**src/rtl/pulse_stretcher_pkg.sv**
```systemverilog
// Shared state encodings and default widths for the pulse stretcher.
package pulse_stretcher_pkg;

    localparam int DEF_LEN_W    = 8;
    localparam int DEF_MISSED_W = 8;

    typedef enum logic [1:0] {
        ST_IDLE = 2'd0,
        ST_HIGH = 2'd1,
        ST_GAP  = 2'd2
    } state_t;

endpackage

```
**src/rtl/pulse_stretcher_if.sv**
```systemverilog
// Trigger/config inputs and stretched-level outputs of the pulse stretcher.
interface pulse_stretcher_if #(
    parameter int LEN_W    = 8,
    parameter int MISSED_W = 8
);
    logic                Shot;
    logic [LEN_W-1:0]    Length;
    logic [LEN_W-1:0]    Gap;
    logic                Retrigger;
    logic                Clear_Missed;
    logic                Level;
    logic                Busy;
    logic                Done;
    logic [MISSED_W-1:0] Missed;

    modport master (
        output Shot, Length, Gap, Retrigger, Clear_Missed,
        input  Level, Busy, Done, Missed
    );

    modport slave (
        input  Shot, Length, Gap, Retrigger, Clear_Missed,
        output Level, Busy, Done, Missed
    );
endinterface

```
**src/rtl/pulse_stretcher_sat_counter.sv**
```systemverilog
// Saturating up-counter with a synchronous clear that beats a simultaneous increment.
module sat_counter #(
    parameter int W = 8
) (
    input  logic         clk,
    input  logic         reset,
    input  logic         inc,
    input  logic         clr,
    output logic [W-1:0] count
);
    // NOTE: sequential state uses non-blocking assignments so every flop samples pre-edge values.
    always_ff @(posedge clk) begin
        if (reset || clr) begin
            count <= '0;
        end else if (inc && (count != {W{1'b1}})) begin
            count <= count + W'(1);
        end
    end
endmodule

```
**src/rtl/pulse_stretcher.sv**
```systemverilog
// Stretches a one-cycle trigger into a programmable-length level followed by a minimum low gap.
module pulse_stretcher
    import pulse_stretcher_pkg::*;
#(
    parameter int LEN_W    = DEF_LEN_W,
    parameter int MISSED_W = DEF_MISSED_W
) (
    input  logic                clk,
    input  logic                reset,
    pulse_stretcher_if.slave    bus
);
    state_t           state;
    logic [LEN_W-1:0] cnt;
    logic             len_ok;
    logic             reload;
    logic             missed_inc;

    assign len_ok = (bus.Length != '0);
    assign reload = (state == ST_HIGH) && bus.Retrigger && bus.Shot && len_ok;

    // A Shot is rejected in GAP, and in HIGH unless it can legally restart the stretch.
    assign missed_inc = bus.Shot &&
                        ((state == ST_GAP) ||
                         ((state == ST_HIGH) && !(bus.Retrigger && len_ok)));

    always_ff @(posedge clk) begin
        if (reset) begin
            state <= ST_IDLE;
            cnt   <= '0;
        end else begin
            case (state)
                ST_IDLE: begin
                    if (bus.Shot && len_ok) begin
                        state <= ST_HIGH;
                        cnt   <= bus.Length - LEN_W'(1);
                    end
                end
                ST_HIGH: begin
                    if (reload) begin
                        cnt <= bus.Length - LEN_W'(1);
                    end else if (cnt != '0) begin
                        cnt <= cnt - LEN_W'(1);
                    end else if (bus.Gap != '0) begin
                        state <= ST_GAP;
                        cnt   <= bus.Gap - LEN_W'(1);
                    end else begin
                        state <= ST_IDLE;
                    end
                end
                ST_GAP: begin
                    if (cnt == '0) begin
                        state <= ST_IDLE;
                    end else begin
                        cnt <= cnt - LEN_W'(1);
                    end
                end
                default: begin
                    state <= ST_IDLE;
                    cnt   <= '0;
                end
            endcase
        end
    end

    assign bus.Level = (state == ST_HIGH);
    assign bus.Busy  = (state != ST_IDLE);
    assign bus.Done  = (state == ST_HIGH) && (cnt == '0) && !reload;

    sat_counter #(.W(MISSED_W)) u_missed (
        .clk   (clk),
        .reset (reset),
        .inc   (missed_inc),
        .clr   (bus.Clear_Missed),
        .count (bus.Missed)
    );
endmodule
```
**src/flat_wrapper.sv**
```systemverilog
// flat-port wrapper written by rule: the top's interface ports become plain ports
module pulse_stretcher_flat import pulse_stretcher_pkg::*;
#(
    parameter int LEN_W    = DEF_LEN_W,
    parameter int MISSED_W = DEF_MISSED_W
)
  (clk, reset, bus_Shot, bus_Length, bus_Gap, bus_Retrigger, bus_Clear_Missed, bus_Level, bus_Busy, bus_Done, bus_Missed);
  pulse_stretcher_if #(.LEN_W(LEN_W), .MISSED_W(MISSED_W)) bus_i ();
  input  logic clk;
  input  logic reset;
  input wire logic [$bits(bus_i.Shot)-1:0] bus_Shot;
  input wire logic [$bits(bus_i.Length)-1:0] bus_Length;
  input wire logic [$bits(bus_i.Gap)-1:0] bus_Gap;
  input wire logic [$bits(bus_i.Retrigger)-1:0] bus_Retrigger;
  input wire logic [$bits(bus_i.Clear_Missed)-1:0] bus_Clear_Missed;
  output wire logic [$bits(bus_i.Level)-1:0] bus_Level;
  output wire logic [$bits(bus_i.Busy)-1:0] bus_Busy;
  output wire logic [$bits(bus_i.Done)-1:0] bus_Done;
  output wire logic [$bits(bus_i.Missed)-1:0] bus_Missed;
  assign bus_i.Shot = bus_Shot;
  assign bus_i.Length = bus_Length;
  assign bus_i.Gap = bus_Gap;
  assign bus_i.Retrigger = bus_Retrigger;
  assign bus_i.Clear_Missed = bus_Clear_Missed;
  assign bus_Level = bus_i.Level;
  assign bus_Busy = bus_i.Busy;
  assign bus_Done = bus_i.Done;
  assign bus_Missed = bus_i.Missed;
  pulse_stretcher #(.LEN_W(LEN_W), .MISSED_W(MISSED_W)) u_core (.clk(clk), .reset(reset), .bus(bus_i));
endmodule
```
**config.mk**
```make
export PLATFORM = sky130hd
export DESIGN_NAME = pulse_stretcher_flat
export DESIGN_NICKNAME = d
export VERILOG_FILES = /design/src/rtl/pulse_stretcher_pkg.sv /design/src/rtl/pulse_stretcher_if.sv /design/src/rtl/pulse_stretcher_sat_counter.sv /design/src/rtl/pulse_stretcher.sv /design/src/flat_wrapper.sv
export SDC_FILE = /design/constraint.sdc
export NUM_CORES = 1
export LEC_CHECK = 0
export ABC_AREA = 1
export BUFFER_PORTS_ARGS = -buffer_cell sky130_fd_sc_hd__clkbuf_2
export CAP_MARGIN = 30
export CORE_MARGIN = 2
export CORE_UTILIZATION = 55
export CTS_CLUSTER_SIZE = 12
export DETAILED_ROUTE_END_ITERATION = 12
export PLACE_DENSITY = 0.79
export SLEW_MARGIN = 20
export SYNTH_ARGS = -nofsm -noshare
export SYNTH_HDL_FRONTEND = slang
export SYNTH_SLANG_ARGS = --single-unit
```
**constraint.sdc**
```tcl
create_clock -name clk -period 2.2 [get_ports clk]
set_clock_uncertainty 0.2 [all_clocks]
set_input_delay 0.44 -clock clk [delete_from_list [all_inputs] [get_ports clk]]
set_output_delay 0.44 -clock clk [all_outputs]
set_load 0.02 [all_outputs]
```
### Yosys cells after proc, flatten, opt, wreduce, memory -nomap -nowiden

Index checks and enable logic that the tools add are counted.

* input bits: 21
* output and inout port bits: 11
* bits in registers: 18

* equal/unequal tests: 9
* reduce and logical (&&, ||, !) cells: 22
* multiplexer cells: 12
* $add $sub $neg: 4

Operators with widths (count)
* 8-bit two-way mux: 5
* 8-bit one-hot mux with 3 select lines: 1
* 8-bit nonzero test: 3
* 8-bit by 1-bit subtractor with 8-bit output (second input constant): 3
* 1-bit logical AND: 10
* 2-bit two-way mux: 5
* 8-bit by 1-bit adder with 8-bit output (second input constant): 1
* 8-bit zero test: 1
* 2-bit != test (second input constant): 4
* 8-bit != test (second input constant): 1
* 2-bit one-hot mux with 3 select lines: 1
* 4-bit by 1-bit != test with 1-bit output (second input constant): 1
* 4-bit AND reduction: 1
* 3-bit AND reduction: 1
* 2-bit by 1-bit equality test with 1-bit output (second input constant): 1
* 2-bit equality test (second input constant): 1
* 1-bit zero test: 2
* 2-bit zero test: 1
* 1-bit logical OR: 2
* 2-bit by 1-bit != test with 1-bit output (second input constant): 1
* 2-bit nonzero test: 1

### Depth between registers and ports, before layout

* word-level depth: 7
* mapped depth: 12
* depth with buffers taken out: 12

### Cells and area by module

A second synthesis with hierarchy kept.

* cells, all modules: 304
* area, all modules: 1816.7 um^2

By module, submodules not included
* pulse_stretcher: cells each 237, instances 1, area an instance 1368.8 um^2
* sat_counter: cells each 67, instances 1, area an instance 447.9 um^2

### Worst setup path after synthesis

Ideal clock, no wire load.

* path type: input -> output
* start point: in bus_Length[0]
* end point: out bus_Done
* cell stages on the path: 6
* arrival: 1.521 ns
* slack: 0.039 ns
* path through: inv_1 ha_1 nand3_1 o21ai_4 nand2_1 nor2_1

* longest elaborated chain between the ends: 4

RTL lines
* start: declaration: line flat_wrapper.sv:12 `input wire logic [$bits(bus_i.Length)-1:0] bus_Length;`
* 8-bit nonzero test: line pulse_stretcher.sv:18 `assign len_ok = (bus.Length != '0);`
* 1-bit logical AND: line pulse_stretcher.sv:19 `assign reload = (state == ST_HIGH) && bus.Retrigger && bus.Shot && len_ok;`
* 1-bit zero test: line pulse_stretcher.sv:67 `assign bus.Done = (state == ST_HIGH) && (cnt == '0) && !reload;`
* 1-bit logical AND: line pulse_stretcher.sv:67
* end: declaration: line flat_wrapper.sv:18 `output wire logic [$bits(bus_i.Done)-1:0] bus_Done;`

Every way passes these cells.

### Final worst setup path

* start point: reg u_core.cnt[0]
* end point: out bus_Done

* longest elaborated chain between the ends: 3

RTL lines
* start: declaration: line pulse_stretcher.sv:13 `logic [LEN_W-1:0] cnt;`
* start signal: assignment: line pulse_stretcher.sv:35 `cnt <= bus.Length - LEN_W'(1);`
* start signal: assignment: line pulse_stretcher.sv:40 `cnt <= bus.Length - LEN_W'(1);`
* start signal: assignment: line pulse_stretcher.sv:42 `cnt <= cnt - LEN_W'(1);`
* 8-bit zero test: line pulse_stretcher.sv:67
* 1-bit logical AND (2 in series): line pulse_stretcher.sv:67

Every way passes these cells.

==> results.toml <==
[outcome]
status = "complete, no violations"

[setup_path]
arrival_ps = 1460
crit_type = "reg2out"
crit_required_ps = 1560
start_kind = "register"
crit_fanout = 10
cp-end-kind = "output port"

[cts]
cts_tree = "built"
clock_sinks = 18
cts.path.max_buffers = 2
cts_buffers = 3
cts.clk_slew.worst_paths_ps = 100
post-cts-setup-buffers = 0
clk_latency_ps = 290
cts_htree_levels = 1
cts_hold_buf = 0
cts-root-buf = "clkbuf_4"

[synth]
synth-edff-count = 0
synthArstFlopShare = 0
syn_area_um2 = 1680
synth_common_cells = "78 x nand2_1, 39 x inv_1, 31 x nand3_1, 31 x nor2_1"
syn_nets = 310
synth_top_area_frac = 0.214
ys_types = 28
yosys_register_bits = 18
synth-seq-area-share = 0.214
synth_top_area_cell = "dfxtp_1"
avgSynthCellArea_um2 = 5.94
yosys.cell_count.top_type = "nand2_1"
synth_area_leaders = "dfxtp_1 21%, nand2_1 17%, nand3_1 9.2%"
synth_top_flop_cell = "dfxtp_1"
postSynthCellCount = 283
synth_warnings = 0

[power]
peakVddDrop_mv = 0.650
p_sw_frac = 0.517
clock_power_share = 0.085
p_sw_uw = 1210
pwr_density_cell_nw_per_um2 = 1160
pwr-share-comb = 0.689
cellLeakagePower_uw = 0.000991
p_seq_frac = 0.226
p_int_uw = 1130

[route]
num_vias = 1881
dr.pass1.iters = 4
wire_per_inst_um = 10.9
viasPerCell = 5.21
drtIter0Drc = 83
remaining_drc_errors = 0
ant_nets = 0
wirelength_um = 3950

[placement]
routabilityCongestion = 0.925
placed_area_um2 = 1950
dp_hpwl_um = 3280
portBuffers = 31

[floorplan]
die_h_um = 59.3
coreArea_um2 = 2980
dieWidth_um = 59.3
die_area_um2 = 3510
ioPinCount = 32
core.rowCount = 20
start_util = 0.564

[sta]
fin_crit_ps = 2100
setup_viol = 0
clock.fmax_ghz = 0.477
drv_slew = 0
slew-limit-headroom = 0.764
whs_ps = 253
rsz0062_at_grt = "no"
fin_crit_sh = 0.953
tns_ps = 0
worst_pin_slew_ps = 352
hold_viol = 0

[layout]
syn2layout_area_growth_pct = 20.0
drive_gt1_frac = 0.223
fin_area_um2 = 2020
fill_cells = 281
final_nets = 356
diodes = 0

[global_route]
overflow = 0
grt_usage = 0.245
grt-busiest-layer = "met2"
antenna_found_initial = 0
grt_pass1_vias = 1665
grt_use_met3 = 0.0328
grt_util_met1 = 0.311
grt_pass1_wl_um = 6660
grt_max_degree = 12
use_met2 = 0.438

[worst_hold_path]
hold_path.class = "in2reg"

[run]
maxCapViolations = 0
## final cells by class
type                    count  area (um^2)  area share
inverters                  42          158      0.0782
clock buffers               4         36.3      0.0180
multi-input cells         221         1170       0.580
repair buffers             43          248       0.123
flip-flops and latches     18          364       0.181
well taps                  33         41.3      0.0205
## state kept, by name, summed over array words and instances, names as in the netlist
register / flops
u_core.state: 2
u_core.u_missed.count: 8
u_core.cnt: 8
## power by group through the flow
| stage | Clock, uW | Sequential, uW | Combinational [uW] |
|---|---|---|---|
| after detailed placement | 0 | 521 | 1550 |
| after floorplan | 0 | 499 | 1140 |
| final | 200 | 527 | 1610 |
| after global placement | 0 | 520 | 1530 |
| after global routing | 226 | 539 | 1820 |
| after CTS | 211 | 513 | 1590 |
## through the flow
step / setup WS (ps) / cells / total power [uW] / utilization
final: 104 / 361 / 2340 / 0.677
after floorplan: 39.0 / 283 / 1640 / -
after detailed placement: -67.2 / 357 / 2070 / 0.655
after global routing: 3.84 / 361 / 2590 / 0.677
after global placement: 35.2 / 357 / 2050 / 0.655
after CTS: 4.36 / 361 / 2310 / 0.671
## critical path, cell delays in order (launching register included)
cell      delay [ps]
dfxtp_2          360
inv_2             80
ha_1             150
nand3_1           90
inv_1            100
nand2_4          110
nor2_4           110
clkbuf_4         170
## repair_timing
action | 4_1_cts | 5_1_grt
endpoints found under the hold margin | 0 | 0
resized for setup | 3 | 8
endpoints found under the setup margin | 1 | 1
pin swaps | 1 | 0
## metal layers
metal  share of wire  routed length, um
met5               0                  0
met4          0.0071                 28
met3           0.043                169
met2            0.48               1910
met1            0.47               1850
## cells in the final DEF, fill, tap and decap left out, drive strengths merged
cell type / instances
nand2: 80
inv: 42
nor2: 38
clkbuf: 35
nand3: 32
a21oi: 18
dfxtp: 18
o21ai: 18
buf: 12
xor2: 11
ha: 6
nor3: 4
nand4: 4
o22ai: 3
xnor2: 2
nand3b: 2
a211oi: 1
o211ai: 1
or2: 1
## worst paths after layout
kind	slack (ps)	from	depth (start not counted)	endpoint
setup / recovery	100	u_core.cnt[0]	7	bus_Done
hold / removal	250	bus_Clear_Missed	4	u_core.u_missed.count[3]
setup reg to reg	250	u_core.u_missed.count[1]	8	u_core.u_missed.count[4]
hold reg to reg	280	u_core.cnt[1]	2	u_core.cnt[1]
## logic make-up after synthesis
family,synth area share
AND/OR/NAND/NOR,0.432
buffers and inverters,0.103
AO/OA/AOI/OAI,0.139
flip-flops,0.214
XOR/XNOR,0.0678
adder cells (fa/ha/maj),0.0447
Note: power is estimated with default switching activity, not from simulation.
